==> config.mk <==
export PLATFORM = sky130hd
export DESIGN_NAME = instr_fetch_mem
export DESIGN_NICKNAME = d
export VERILOG_FILES = /design/src/rtl/instr_fetch_mem.sv
export SDC_FILE = /design/constraint.sdc
export NUM_CORES = 2
export LEC_CHECK = 0
export ABC_AREA = 1
export BUFFER_PORTS_ARGS = -buffer_cell sky130_fd_sc_hd__buf_2
export CAP_MARGIN = 20
export CELL_PAD_IN_SITES_DETAIL_PLACEMENT = 0
export CELL_PAD_IN_SITES_GLOBAL_PLACEMENT = 2
export CORE_MARGIN = 2
export CORE_UTILIZATION = 39
export CTS_CLUSTER_SIZE = 8
export DETAILED_ROUTE_END_ITERATION = 10
export PLACE_DENSITY = 0.83
export SLEW_MARGIN = 20
export SYNTH_ARGS = -nofsm -noshare
export SYNTH_HDL_FRONTEND = slang
export SYNTH_SLANG_ARGS = --single-unit
==> constraint.sdc <==
create_clock -name clk -period 2.6 [get_ports clk]
set_input_delay 0.13 -clock clk [delete_from_list [all_inputs] [get_ports clk]]
set_output_delay 0.13 -clock clk [all_outputs]
set_load 0.005 [all_outputs]
==> src/rtl/instr_fetch_mem.sv <==
// Loadable instruction memory with a one-cycle registered fetch port.
// Define IMEM_ALIGN_CHECK_EN to flag misaligned fetches and return NOP_WORD for them.
module instr_fetch_mem #(
  parameter int          ADDR_W   = 32,
  parameter int          DEPTH    = 64,
  parameter logic [31:0] NOP_WORD = 32'hE1A00000,
  localparam int         AW       = $clog2(DEPTH)
) (
  input  logic              clk,
  input  logic              rst,
  input  logic              load_en,
  input  logic [AW-1:0]     load_addr,
  input  logic [31:0]       load_data,
  input  logic              load_done,
  output logic              ready,
  input  logic              fetch_req,
  input  logic [ADDR_W-1:0] pc,
  input  logic              stall,
  input  logic              flush,
  output logic [31:0]       instruction,
  output logic              instr_valid,
  output logic [ADDR_W-1:0] instr_pc,
  output logic              oob,
  output logic              misalign
);

  localparam logic ST_LOAD = 1'b0;
  localparam logic ST_RUN  = 1'b1;

  logic [31:0] mem_q [DEPTH];

  logic              state_q, state_d;
  logic [31:0]       instr_q, instr_d;
  logic              valid_q, valid_d;
  logic [ADDR_W-1:0] ipc_q, ipc_d;
  logic              oob_q, oob_d;
  logic              mis_q, mis_d;

  logic [ADDR_W-1:0] word_idx;
  logic              fetch_oob;
  logic              fetch_mis;
  logic [31:0]       rd_word;
  logic              mem_we;

  assign word_idx  = pc >> 2;
  assign fetch_oob = word_idx >= ADDR_W'(DEPTH);

`ifdef IMEM_ALIGN_CHECK_EN
  assign fetch_mis = |pc[1:0];
`else
  assign fetch_mis = 1'b0;
`endif

  // Words are stored as loaded; byte 0 of a word is bits [31:24].
  assign rd_word = (fetch_oob || fetch_mis) ? NOP_WORD
                                            : mem_q[word_idx[AW-1:0]];

  assign mem_we = rst && (state_q == ST_LOAD) && load_en;

  always_comb begin
    state_d = state_q;
    instr_d = instr_q;
    valid_d = valid_q;
    ipc_d   = ipc_q;
    oob_d   = oob_q;
    mis_d   = mis_q;
    if (state_q == ST_LOAD) begin
      valid_d = 1'b0;
      if (load_done) state_d = ST_RUN;
    end else if (flush) begin
      valid_d = 1'b0;
    end else if (!stall) begin
      if (fetch_req) begin
        instr_d = rd_word;
        valid_d = 1'b1;
        ipc_d   = pc;
        oob_d   = fetch_oob;
        mis_d   = fetch_mis;
      end else begin
        valid_d = 1'b0;
      end
    end
  end

  always_ff @(posedge clk) begin
    if (!rst) begin
      state_q <= ST_LOAD;
      instr_q <= '0;
      valid_q <= 1'b0;
      ipc_q   <= '0;
      oob_q   <= 1'b0;
      mis_q   <= 1'b0;
    end else begin
      state_q <= state_d;
      instr_q <= instr_d;
      valid_q <= valid_d;
      ipc_q   <= ipc_d;
      oob_q   <= oob_d;
      mis_q   <= mis_d;
    end
  end

  // Memory is not reset so a program survives a core reset.
  always_ff @(posedge clk) begin
    if (mem_we) mem_q[load_addr] <= load_data;
  end

  assign ready       = (state_q == ST_RUN);
  assign instruction = instr_q;
  assign instr_valid = valid_q;
  assign instr_pc    = ipc_q;
  assign oob         = oob_q;
  assign misalign    = mis_q;

endmodule

==> impl_metrics.py <==
metrics = {
    "global_route": {
        "grt_max_degree": 111,
        "grt_pass1_vias": 55483,
        "grt_pass1_wl_mm": 388,
        "grt.total_usage_pct": 23.9,
        "grt_antenna_before_repair": 13,
        "grt.overflow.total": 0,
    },
    "worst_setup_path": {
        "cp-start-kind": "flop",
        "cp.required_ns": 3.15,
        "ff2ff_path_depth": 6,
        "end_kind": "flop",
        "crit_fanout": 17,
        "criticalPathCategory": "flop to flop",
        "cp_data_arrival_time_ns": 3.05,
    },
    "timing": {
        "slew_viol_final": 0,
        "rsz0062_at_grt": "no",
        "min_period_ns": 2.50,
        "period_share_pct": 96.1,
        "clock_skew_ns": 0.0798,
        "max_slew.worst_pin.slew_ns": 1.11,
        "clock.fmax_mhz": 400,
        "slew_headroom_pct": 25.8,
        "timing.final.hold_violations": 0,
        "setup_violations": 0,
    },
    "synth": {
        "synth_top_family_by_area": "simple AND/OR/NAND/NOR gates",
        "synth_mux_area_share_pct": 0,
        "yosys_register_bits": 2115,
        "ys_warn_count": 0,
        "synthAdderAreaFrac_pct": 0,
        "ys_seq_area_share_pct": 74.4,
        "async_flop_share_pct": 0,
        "avgSynthCellArea_sq_um": 11.9,
        "syn_area_sq_mm": 0.0845,
        "synth_cells": 7128,
        "synthXorXnorAreaFrac_pct": 0,
        "synth_edf_count": 2048,
        "synth_compound_area_share_pct": 2.57,
        "yosys.area_share.simple_pct": 20.2,
        "yosys.cell_types.count": 31,
        "synth_flop_cell": "edfxtp_1",
        "synth_nets": 7205,
    },
    "drt": {
        "drt_iter0_drc": 6915,
        "wl_met3_mm": 21.3,
        "wl_met1_mm": 112,
        "ant_nets": 0,
        "highest_layer": "met5",
        "viasPerCell": 5.46,
        "dr_total_vias": 57953,
        "firstDrtPassIters": 6,
        "route.met2.wl_mm": 124,
        "avgRoutedWirePerCell_um": 25.2,
        "wirelength_mm": 268,
        "drc": 0,
    },
    "power": {
        "clockPowerShare_pct": 46.5,
        "p_per_area_mw_per_mm2": 774,
        "p_sw_share_pct": 22.2,
        "power_switching_mw": 17.5,
        "p_seq_share_pct": 47.7,
        "p_comb_share_pct": 5.8,
        "total_power_mw": 78.7,
        "ir_drop_mv": 0.762,
        "leakagePower_nw": 36.4,
        "p_int_mw": 61.2,
    },
    "clocking": {
        "cts-root-buf": "clkbuf_16",
        "cts_sinks": 2115,
        "cts.reportedPaths.clkPinSlew_ns": 0.05,
        "htree_levels": 5,
        "clkLatencyLatePin_ns": 0.92,
        "numCtsBuffers": 315,
        "ctsResizeCount": 0,
        "cts_tree": "done",
        "clockBufferDepth": 4,
    },
    "floorplanning": {
        "start_util_pct": 39.3,
        "io-pin-count": 145,
        "core_area_sq_mm": 0.215,
        "die_x_um": 469,
        "rows": 170,
        "die-area_sq_mm": 0.220,
        "die_h_um": 469,
    },
    "place": {
        "dp_hpwl_mm": 156,
        "gp_congestion": 0.826,
        "portBuffers": 143,
        "dp.cells": 10032,
    },
    "status": {
        "outcome": "finished clean",
    },
    "final_layout": {
        "seq_area_sq_mm": 0.0628,
        "fillers": 18770,
        "nets": 7708,
        "multi_input_area_sq_mm": 0.0197,
        "final_layout_size_suffix_gt1_share_pct": 11.8,
        "layout_common_cells": "2,250 x nand2_1, 2,048 x edfxtp_1, 1,333 x nand3_1, 415 x nor2_1, 321 x clkbuf_16",
        "area_growth_pct": 20.3,
        "fin_cells": 10621,
        "final_common_cell": "nand2_1",
        "fin_util_pct": 47.3,
    },
    "hold_path": {
        "worstHoldPathCells": 4,
        "hold_path_class": "primary input to flop",
    },
    "run": {
        "drv_cap": 0,
    },
}
routing by layer:
metal | vias up | GRT usage (%)
li1 | 26054 | -
met1 | 28808 | 32.9
met2 | 2578 | 38.1
met3 | 509 | 3.90
met4 | 4 | 9.44
met5 | - | 0
final timing paths:
check             startpoint              end  slack [ns]
max                    ready     mem_q[41][7]        0.10
min             load_addr[3]    mem_q[25][11]        0.06
max reg2reg            ready     mem_q[41][7]        0.10
min reg2reg  instruction[28]  instruction[28]        0.47
logic make-up (layout without fill, tap and decap cells):
logic type,count (synthesis),after routing
AOI/OAI and AO/OA,418,418
buffers and inverters,510,1162
DFF,2115,2115
and+or+nand+nor,4084,4084
other,1,4
Yosys cell counts, types with 2 or more instances:
master       n  share of area [%]
a21oi_1    138               0.82
buf_1       52               0.23
buf_2      216                1.3
buf_4       52               0.46
buf_6        7              0.093
clkbuf_1   119               0.53
dfxtp_1     67                1.6
edfxtp_1  2048                 73
inv_1       59               0.26
inv_2        2             0.0089
nand2_1   2250                 10
nand3_1   1333                7.9
nand4_1     12              0.089
nor2_1     481                2.1
nor3_1       2              0.012
o211ai_1    24               0.21
o21ai_0    233                1.4
o21ai_1      8              0.047
o22ai_1     13              0.096
layout make-up:
class	count	area share [%]
sequential	2115	61.8
inverter	63	0.261
clock inverter	11	0.138
antenna	3	0.00738
multi-input combinational	4503	19.4
timing repair buffer	633	6.49
tap	2838	3.49
clock buffer	455	8.40
power by group through the flow:
stage	sequential, mW	combinational [mW]	clock, mW
finish	37.5	4.60	36.6
global route	37.5	4.97	38.4
CTS	37.5	4.59	37.1
detailed placement	38.2	4.44	0
global placement	38.2	4.41	0
floorplan	38.2	2.17	0
worst max-delay path, cell delays in order (launching register included):
cell and delay [ns]:
dfxtp_1 0.32, nor2_1 0.24, buf_4 0.26, nand4_1 0.17, buf_12 0.21, nor2_4 0.63
buf_12 0.27
per-stage QoR:
| step | TNS, ns | cell area, sq um | worst slack, ns | hold slack (ns) |
|---|---|---|---|---|
| finish | 0 | 102000 | 0.102 | 0.0593 |
| global route | 0 | 102000 | 0.0387 | 0.0369 |
| CTS | 0 | 102000 | 0.0860 | 0.00513 |
| detailed placement | 0 | 91800 | 0.00530 | 0.347 |
| global placement | -0.0343 | 91800 | -0.0175 | 0.342 |
| floorplan | -374.16 | 84500 | -0.183 | 0.229 |
state kept, by name, indices dropped and copies added, names as in the netlist:
| name | cells |
|---|---|
| instruction | 32 |
| instr_pc | 32 |
| instr_valid | 1 |
| ready | 1 |
| mem_q | 2048 |
| oob | 1 |
repair_timing:
action,CTS,global route
endpoints found under the setup margin,0,0
hold buffers,120,0
hold endpoints to repair,1482,0
buffers inserted,0,0
Power figures use the tool's default switching activity.
